[src/rtl/pipeline_hazard_ctrl.sv]
// pipeline_hazard_ctrl: hazard and forwarding control for a 5-stage RV32I pipeline.
// Tracks destination registers of in-flight instructions in a three-slot scoreboard
// (EX, MEM, WB). From this it produces registered forwarding selects for the execute
// stage, and combinational stall, flush and freeze strobes for the pipeline registers.
//
// Ports:
//   clk, rst                  clock; asynchronous active-low reset
//   id_rs1/id_rs2             source registers of the ID instruction
//   id_use_rs1/id_use_rs2     ID instruction really reads rs1/rs2
//   id_WReg/id_RegWrite/id_is_load  destination info of the ID instruction
//   branch_PC_contral         taken redirect from execute
//   dmem_busy                 data memory not ready, freeze everything
//   keep_front/flush_ifid/nop_idex/keep_back  pipeline register control
//   forwarding_*_pyc          execute forwarding selects, bit1 = rs1, bit0 = rs2
//   stall_count/flush_count   wrapping performance counters
module pipeline_hazard_ctrl #(
  parameter int unsigned LOAD_LAT = 1,
  parameter int unsigned CNT_W    = 32
) (
  input  logic             clk,
  input  logic             rst,
  input  logic [4:0]       id_rs1,
  input  logic [4:0]       id_rs2,
  input  logic             id_use_rs1,
  input  logic             id_use_rs2,
  input  logic [4:0]       id_WReg,
  input  logic             id_RegWrite,
  input  logic             id_is_load,
  input  logic             branch_PC_contral,
  input  logic             dmem_busy,
  output logic             keep_front,
  output logic             flush_ifid,
  output logic             nop_idex,
  output logic             keep_back,
  output logic [1:0]       forwarding_ID_EX_pyc,
  output logic [1:0]       forwarding_ID_MEM_pyc,
  output logic [1:0]       forwarding_stall_load_pyc,
  output logic [1:0]       forwarding_ID_MEM_hazard_pyc,
  output logic [CNT_W-1:0] stall_count,
  output logic [CNT_W-1:0] flush_count
);

  typedef enum logic [1:0] {StRun, StLstall, StFreeze} state_e;

  typedef struct packed {
    logic       v;
    logic [4:0] rd;
    logic       we;
    logic       ld;
  } slot_t;

  localparam logic [1:0] LdCnt = 2'(LOAD_LAT - 1);

  slot_t            r_ex, r_mem, r_wb;
  state_e           r_state, r_saved;
  logic [1:0]       r_cnt;
  logic [1:0]       r_fwd_ex, r_fwd_mem, r_fwd_sl, r_fwd_hz;
  logic [CNT_W-1:0] r_stall_cnt, r_flush_cnt;

  state_e     w_cur, w_state_nxt, w_saved_nxt;
  logic [1:0] w_cnt_nxt;
  logic       w_keep_front, w_flush, w_nop, w_keep_back;
  logic       w_load_use;
  logic [3:0] w_sel1, w_sel2;

  function automatic logic hit(input slot_t s, input logic [4:0] rs);
    return s.v & s.we & (s.rd == rs) & (s.rd != 5'd0);
  endfunction

  // Returns {ID_EX, ID_MEM, stall_load, ID_MEM_hazard}; at most one bit set.
  function automatic logic [3:0] fwd_sel(input logic use_rs, input logic [4:0] rs,
                                         input slot_t ex, input slot_t mem, input slot_t wb);
    logic [3:0] sel;
    sel = 4'b0000;
    if (use_rs) begin
      if (hit(ex, rs) && !ex.ld)        sel = 4'b1000;
      else if (hit(mem, rs) && !mem.ld) sel = 4'b0100;
      else if (hit(mem, rs))            sel = 4'b0010;
      else if (hit(wb, rs))             sel = 4'b0001;
    end
    return sel;
  endfunction

  assign w_sel1 = fwd_sel(id_use_rs1, id_rs1, r_ex, r_mem, r_wb);
  assign w_sel2 = fwd_sel(id_use_rs2, id_rs2, r_ex, r_mem, r_wb);

  assign w_load_use = r_ex.ld & ((id_use_rs1 & hit(r_ex, id_rs1)) |
                                 (id_use_rs2 & hit(r_ex, id_rs2)));

  always_comb begin
    w_keep_front = 1'b0;
    w_flush      = 1'b0;
    w_nop        = 1'b0;
    w_keep_back  = 1'b0;
    // On leaving FREEZE the saved state acts in the same cycle, so no dead cycle.
    w_cur        = (r_state == StFreeze) ? r_saved : r_state;
    w_state_nxt  = w_cur;
    w_saved_nxt  = r_saved;
    w_cnt_nxt    = r_cnt;
    if (dmem_busy) begin
      w_keep_front = 1'b1;
      w_keep_back  = 1'b1;
      w_state_nxt  = StFreeze;
      w_saved_nxt  = w_cur;
    end else if (branch_PC_contral) begin
      // Redirect wins over any pending load-use bubble.
      w_flush     = 1'b1;
      w_nop       = 1'b1;
      w_state_nxt = StRun;
      w_cnt_nxt   = 2'd0;
    end else if (w_cur == StLstall && r_cnt != 2'd0) begin
      w_keep_front = 1'b1;
      w_nop        = 1'b1;
      w_cnt_nxt    = r_cnt - 2'd1;
    end else if (w_load_use) begin
      w_keep_front = 1'b1;
      w_nop        = 1'b1;
      w_state_nxt  = StLstall;
      w_cnt_nxt    = LdCnt;
    end else begin
      w_state_nxt = StRun;
    end
  end

  // Strobes read as zero while reset is held, whatever the inputs do.
  assign keep_front = rst & w_keep_front;
  assign flush_ifid = rst & w_flush;
  assign nop_idex   = rst & w_nop;
  assign keep_back  = rst & w_keep_back;

  always_ff @(posedge clk or negedge rst) begin
    if (!rst) begin
      r_ex        <= '0;
      r_mem       <= '0;
      r_wb        <= '0;
      r_state     <= StRun;
      r_saved     <= StRun;
      r_cnt       <= 2'd0;
      r_fwd_ex    <= 2'b00;
      r_fwd_mem   <= 2'b00;
      r_fwd_sl    <= 2'b00;
      r_fwd_hz    <= 2'b00;
      r_stall_cnt <= '0;
      r_flush_cnt <= '0;
    end else begin
      r_state <= w_state_nxt;
      r_saved <= w_saved_nxt;
      r_cnt   <= w_cnt_nxt;
      if (!dmem_busy) begin
        r_wb  <= r_mem;
        r_mem <= r_ex;
        r_ex  <= w_nop ? '0 : {1'b1, id_WReg, id_RegWrite, id_is_load};
        if (w_nop) begin
          r_fwd_ex  <= 2'b00;
          r_fwd_mem <= 2'b00;
          r_fwd_sl  <= 2'b00;
          r_fwd_hz  <= 2'b00;
        end else begin
          r_fwd_ex  <= {w_sel1[3], w_sel2[3]};
          r_fwd_mem <= {w_sel1[2], w_sel2[2]};
          r_fwd_sl  <= {w_sel1[1], w_sel2[1]};
          r_fwd_hz  <= {w_sel1[0], w_sel2[0]};
        end
        r_stall_cnt <= r_stall_cnt + CNT_W'(w_keep_front);
        r_flush_cnt <= r_flush_cnt + CNT_W'(w_flush);
      end
    end
  end

  assign forwarding_ID_EX_pyc         = r_fwd_ex;
  assign forwarding_ID_MEM_pyc        = r_fwd_mem;
  assign forwarding_stall_load_pyc    = r_fwd_sl;
  assign forwarding_ID_MEM_hazard_pyc = r_fwd_hz;
  assign stall_count                  = r_stall_cnt;
  assign flush_count                  = r_flush_cnt;

endmodule

[config.mk]
export PLATFORM = sky130hd
export DESIGN_NAME = pipeline_hazard_ctrl
export DESIGN_NICKNAME = d
export VERILOG_FILES = /design/src/rtl/pipeline_hazard_ctrl.sv
export SDC_FILE = /design/constraint.sdc
export NUM_CORES = 1
export LEC_CHECK = 0
export CAP_MARGIN = 15
export CORE_ASPECT_RATIO = 1.25
export CORE_UTILIZATION = 40
export DETAILED_ROUTE_END_ITERATION = 12
export PLACE_DENSITY = 0.7
export SLEW_MARGIN = 15
export SYNTH_ARGS = -nofsm -noshare
export SYNTH_HDL_FRONTEND = slang
export SYNTH_SLANG_ARGS = --single-unit
[constraint.sdc]
create_clock -name clk -period 3.4 [get_ports clk]
set_input_delay 0.51 -clock clk [delete_from_list [all_inputs] [get_ports clk]]
set_output_delay 0.51 -clock clk [all_outputs]
set_load 0.005 [all_outputs]
==> results of run 1 <==
## layer usage
metal  vias up  part of all wire  GRT usage
met5         -                 0          0
met4         0             0.019    0.07556
met3        15             0.039    0.03222
met2       106              0.50     0.3073
met1      1730              0.45     0.2334
li1       1690                 -          -
## critical path, delay by kind of cell, from the launching register on
family          cells  cell delay, ns
compound gates      3            0.53
xor+xnor            1            0.12
fa+ha+maj           2            0.36
buf+inv             1            0.16
flops               1            0.38
simple gates        6            1.53
## Yosys cell counts (2+ instances only)
| cell | n |
|---|---|
| xor2_1 | 20 |
| nand2_1 | 41 |
| inv_1 | 7 |
| nor4_1 | 5 |
| a32o_1 | 7 |
| buf_1 | 2 |
| nand4b_1 | 2 |
| o21a_1 | 2 |
| mux2_2 | 19 |
| xnor2_1 | 70 |
| clkbuf_1 | 9 |
| nand4_1 | 14 |
| and4_1 | 6 |
| o21ai_1 | 2 |
| ha_1 | 6 |
| nor2_1 | 9 |
| a21oi_1 | 3 |
| o31ai_1 | 4 |
| nand2b_1 | 2 |
| o211ai_1 | 2 |
| nor3_1 | 5 |
| and3_1 | 13 |
| nand3_1 | 23 |
| nor2b_1 | 2 |
| o21ai_0 | 4 |
| or4_1 | 5 |
| a22o_1 | 2 |
| and2_1 | 8 |
| dfrtp_1 | 101 |
## state kept, by name, summed over array words and instances, names as in the netlist
register                      flops
flush_count                      32
forwarding_ID_EX_pyc              2
forwarding_ID_MEM_hazard_pyc      2
forwarding_ID_MEM_pyc             2
forwarding_stall_load_pyc         2
r_cnt                             2
r_ex                              8
r_mem                             8
r_saved                           2
r_state                           2
r_wb                              7
stall_count                      32
## cells in the final DEF (no fill, tap or decap), types with 2 or more instances in the layout
master / netlist / final
dfrtp_1: 101 / 101
clkdlybuf4s50_1: 0 / 96
xnor2_1: 70 / 70
nand2_1: 41 / 41
buf_4: 0 / 28
nand3_1: 23 / 23
xor2_1: 20 / 20
mux2_2: 19 / 19
nand4_1: 14 / 14
and3_1: 13 / 13
nor2_1: 9 / 9
clkbuf_16: 0 / 9
and2_1: 8 / 8
inv_1: 7 / 7
a32o_1: 7 / 7
and4_1: 6 / 6
ha_1: 6 / 6
or4_1: 5 / 5
nor4_1: 5 / 5
nor3_1: 5 / 5
o21ai_0: 4 / 4
o31ai_1: 4 / 4
a21oi_1: 3 / 3
clkbuf_8: 0 / 3
o21ai_1: 2 / 2
nor2b_1: 2 / 2
o21a_1: 2 / 2
nand2b_1: 2 / 2
a22o_1: 2 / 2
o211ai_1: 2 / 2
nand4b_1: 2 / 2
clkbuf_1: 9 / 2
## cells by family (layout without fill, tap and decap cells)
family	count (synthesis)	in the layout	share of synthesized area
simple gates	144	144	0.1672
flops	101	101	0.5377
xor+xnor	90	90	0.1677
compound gates	31	31	0.05057
mux	19	19	0.04552
buf+inv	19	148	0.01544
fa+ha+maj	6	6	0.01597
## through the flow
stage	cells	setup TNS (ns)	utilization
floorplan	410	0	-
global placement	658	0	0.5335
detailed placement	658	-0.1914	0.5335
CTS	674	0	0.5594
global route	674	0	0.5594
finish	674	0	0.5594
## power breakdown
part | switching (mW) | internal [mW]
logic | 0.169 | 0.275
registers | 0.124 | 1.30
clock network | 0.432 | 0.559
## cell type report
class                           instances  area, um2  area share
Clock buffer                           14      274.0     0.04356
Sequential cell                       101       2527      0.4018
Clock inverter                          2      16.27    0.002586
Tap cell                              135      168.9     0.02685
Multi-Input combinational cell        290       2101      0.3340
Inverter                                7      26.28    0.004177
Timing Repair Buffer                  125       1176      0.1870
## how the worst max path moves through the flow
stage,from,end,cells past startpoint
after floorplan,r_ex[3],stall_count[26],13
after global placement,id_rs1[4],stall_count[28],14
after detailed placement,id_rs1[0],stall_count[30],14
after CTS,r_ex[3],stall_count[30],13
after global routing,id_rs1[4],stall_count[15],14
final,r_ex[3],stall_count[30],13
==> out/metrics.yaml, run 1 <==
clk_path_buf_depth: 2
area_delta_synth_final_pct: 33.80
hold_buffers: 0
drive_above_1_share: 0.1206
grt-ovfl-total: 0
r2r_end: "stall_count[30]"
p_per_area_nw_per_um2: 454.2
via_per_inst: 5.254
synth-edff-count: 0
die_h_um: 123.2
fin_ws_ns: 0.2259
yosysWarnings: 0
cts_resized: 0
grt_pass1_vias: 3503
rsz0062_at_grt: "no"
fmax_ghz: 0.3151
worstRegToRegCells: 13
slew_headroom: 0.4085
tightest_slew_ns: 0.8872
port_buffers: 98
ys_seq_elements: 101
synth_area_leader_cell: "dfrtp_1"
fin_crit_ns: 3.174
drt.antenna.violating_nets: 0
dp_hpwl_um: 7862
clkSlewWorstSetupHoldPaths_ns: 0.07
fin_nets: 563
post-route-cell-area_um2: 6290
nFillCells: 969
syn-cell-area_um2: 4701
status: "complete, no violations"
hold_viol_final: 0
syn_nets: 439
routedWlPerCell_um: 15.53
power_leakage_nw: 2.732
start_util: 0.4180
synthDistinctLibCells: 44
cts_tree: "yes"
dp_slack_ns: -0.06924
vdd_drop_max_uv: 233.6
seq_area_frac_synth: 0.5377
grt_max_degree: 73
netlist.area_leader.share: 0.5377
finClkSkew_ns: 0.005103
worstSetupStartpointType: "flip-flop"
die_w_um: 98.96
antenna_found_initial: 0
syn_inst: 410
r2r_slack_ns: 0.23
grt_util_all_layers: 0.1825
end_kind: "flip-flop"
cts_root_buf: "clkbuf_16"
worst-path-max-fanout: 4
worst_ep_required_time_ns: 3.66
slew_viol_final: 0
dr_total_vias: 3541
cpMaxStageDelayCell: "or4_1"
placementRows: 43
post-route-period-util: 0.9336
finalSetupViolCount: 0
synth_async_sr_flop_share: 1.000
clock_latency_ns: 0.34
crit_arrival_ns: 3.43
avgSynthCellArea_um2: 11.47
io_pins: 99
grt_pass1_wl_um: 17330
synth_flop_cell: "dfrtp_1"
drt_iter0_drc: 110
die-area_um2: 12190
fin_hold_ws_ns: 0.1022
p_total_mw: 2.857
cpPeakStageDelay_ns: 0.55
placed_area_um2: 6000
core_um2: 11240
drt_pass1_iterations: 4
numCtsBuffers: 9
worstSetupPathType: "flip-flop to flip-flop"
path_cells: "or4_1 -> o21ai_1 -> o41ai_1 -> buf_4 -> o21a_1 -> or2_2 -> ha_1 -> ha_1 -> nor2b_1 -> and3_1 -> and3_1 -> nand3_1 -> xnor2_1"
antenna_cells: 0
timing.rr.start: "r_ex[3]"
clock_sinks: 101
synth.area.top_cells: "dfrtp_1 54%, xnor2_1 13%, mux2_2 4.6%"
htree_levels: 3
drc: 0
gp_congestion: 0.8929
max_cap_violations: 0
post_cts_buffers: 0
min_path_type: "primary input to async pin"
wirelength_um: 10470
(Power assumes the default switching activity.)
==> run 2: changes to the inputs <==
CTS_BUF_LIST = sky130_fd_sc_hd__clkbuf_16   (was unset)
TNS_END_PERCENT = 100   (was unset)
==> out/metrics.yaml, run 2 (same netlist as run 1, synthesis figures left out) <==
status: "complete, no violations"
p_total_mw: 2.777
die_w_um: 98.96
fmax_ghz: 0.3146
min_path_type: "primary input to async pin"
antenna_cells: 0
hold_buffers: 0
die_h_um: 123.2
worst-path-max-fanout: 4
worst_ep_required_time_ns: 3.65
finalSetupViolCount: 0
max_cap_violations: 0
antenna_found_initial: 0
clkSlewWorstSetupHoldPaths_ns: 0.07
dr_total_vias: 3531
p_clk_frac: 0.328
drc: 0
layout_common_cells: "101 x dfrtp_1, 96 x clkdlybuf4s50_1, 70 x xnor2_1"
drive_above_1_share: 0.1150
slew_headroom: 0.4095
io_pins: 99
wirelength_um: 10460
clock_sinks: 101
p_switching_mw: 0.7192
post-route-period-util: 0.9349
cts_tree: "yes"
fin_util: 0.5567
grt-ovfl-total: 0
regArea_um2: 2527
hold_viol_final: 0
grt_pass1_vias: 3492
multi_input_area_um2: 2101
fin_crit_ns: 3.179
cts_root_buf: "clkbuf_16"
core_um2: 11240
grt_pass1_wl_um: 17300
clock_latency_ns: 0.34
via_per_inst: 5.239
post_cts_buffers: 0
dp_cells: 658
fin_hold_ws_ns: 0.1040
port_buffers: 98
cts_resized: 0
numCtsBuffers: 9
internal_power_mw: 2.058
finalNonFillerCells: 674
rsz0062_at_grt: "no"
final_common_cell: "dfrtp_1"
crit_arrival_ns: 3.43
vdd_drop_max_uv: 230.9
p_seq_frac: 0.512
power_leakage_nw: 2.723
drt.antenna.violating_nets: 0
drt_pass1_iterations: 4
fin_nets: 563
p_per_area_nw_per_um2: 443.7
die-area_um2: 12190
combPwrFrac: 0.160
tightest_slew_ns: 0.8858
slew_viol_final: 0
htree_levels: 3
drt_iter0_drc: 129
grt_util_all_layers: 0.1820
dp_hpwl_um: 7862
timing.rr.start: "r_ex[3]"
grt_max_degree: 73
end_kind: "flip-flop"
placementRows: 43
gp_congestion: 0.8929
finClkSkew_ns: 0.006847
worstSetupPathType: "flip-flop to flip-flop"
worstSetupStartpointType: "flip-flop"
routedWlPerCell_um: 15.52
switching_share: 0.2589
startpoint: "r_ex[3]"
nFillCells: 974
area_delta_synth_final_pct: 33.16
clk_path_buf_depth: 2
start_util: 0.4180
run 2: changes by cell type in the layout (fill, tap and decap cells not counted):
cell	delta
clkinv_1	+3
inv_1	+2
clkbuf_1	-2
clkbuf_8	-3
run 2: final timing paths:
path	end	depth (start not counted)	slack (ns)
max in group asynchronous	r_wb[5]	2	2.05
hold / removal	stall_count[19]	1	0.10
min in group clk	flush_count[31]	1	0.47
hold reg to reg	flush_count[31]	1	0.47
setup / recovery	stall_count[30]	13	0.22
setup reg to reg	stall_count[30]	13	0.22
run 2: layout make-up:
| class | instances | area share |
|---|---|---|
| Tap cell | 135 | 0.02698 |
| Clock buffer | 9 | 0.03598 |
| Inverter | 7 | 0.004197 |
| Sequential cell | 101 | 0.4038 |
| Timing Repair Buffer | 125 | 0.1879 |
| Clock inverter | 7 | 0.005597 |
| Multi-Input combinational cell | 290 | 0.3356 |
run 2: per-layer routing:
layer	part of all wire	up-vias	global-route usage
li1	-	1690	-
met1	0.44	1717	0.2327
met2	0.50	109	0.3077
met3	0.041	15	0.03392
met4	0.017	0	0.06996
met5	0	-	0
run 2: worst max-delay path, stage by stage (launching register included):
cell	delay [ns]
dfrtp_1	0.38
or4_1	0.56
o21ai_1	0.22
o41ai_1	0.13
buf_4	0.16
o21a_1	0.18
or2_2	0.30
ha_1	0.19
ha_1	0.17
nor2b_1	0.13
and3_1	0.22
and3_1	0.22
nand3_1	0.11
xnor2_1	0.12
run 2: power groups by stage:
| stage | combinational [mW] | sequential [mW] | clock [mW] |
|---|---|---|---|
| after floorplan | 0.197 | 1.42 | 0 |
| after global placement | 0.444 | 1.45 | 0 |
| after detailed placement | 0.451 | 1.45 | 0 |
| after CTS | 0.452 | 1.43 | 0.939 |
| after global routing | 0.493 | 1.44 | 0.990 |
| final | 0.444 | 1.42 | 0.912 |
run 2: through the flow:
stage / setup WS, ns / area, um2 / TNS, ns
floorplan: 0.4029 / 4701 / 0
global placement: 0.01432 / 6000 / 0
detailed placement: -0.06924 / 6000 / -0.1914
CTS: 0.2128 / 6260 / 0
global route: 0.03490 / 6260 / 0
finish: 0.2215 / 6260 / 0
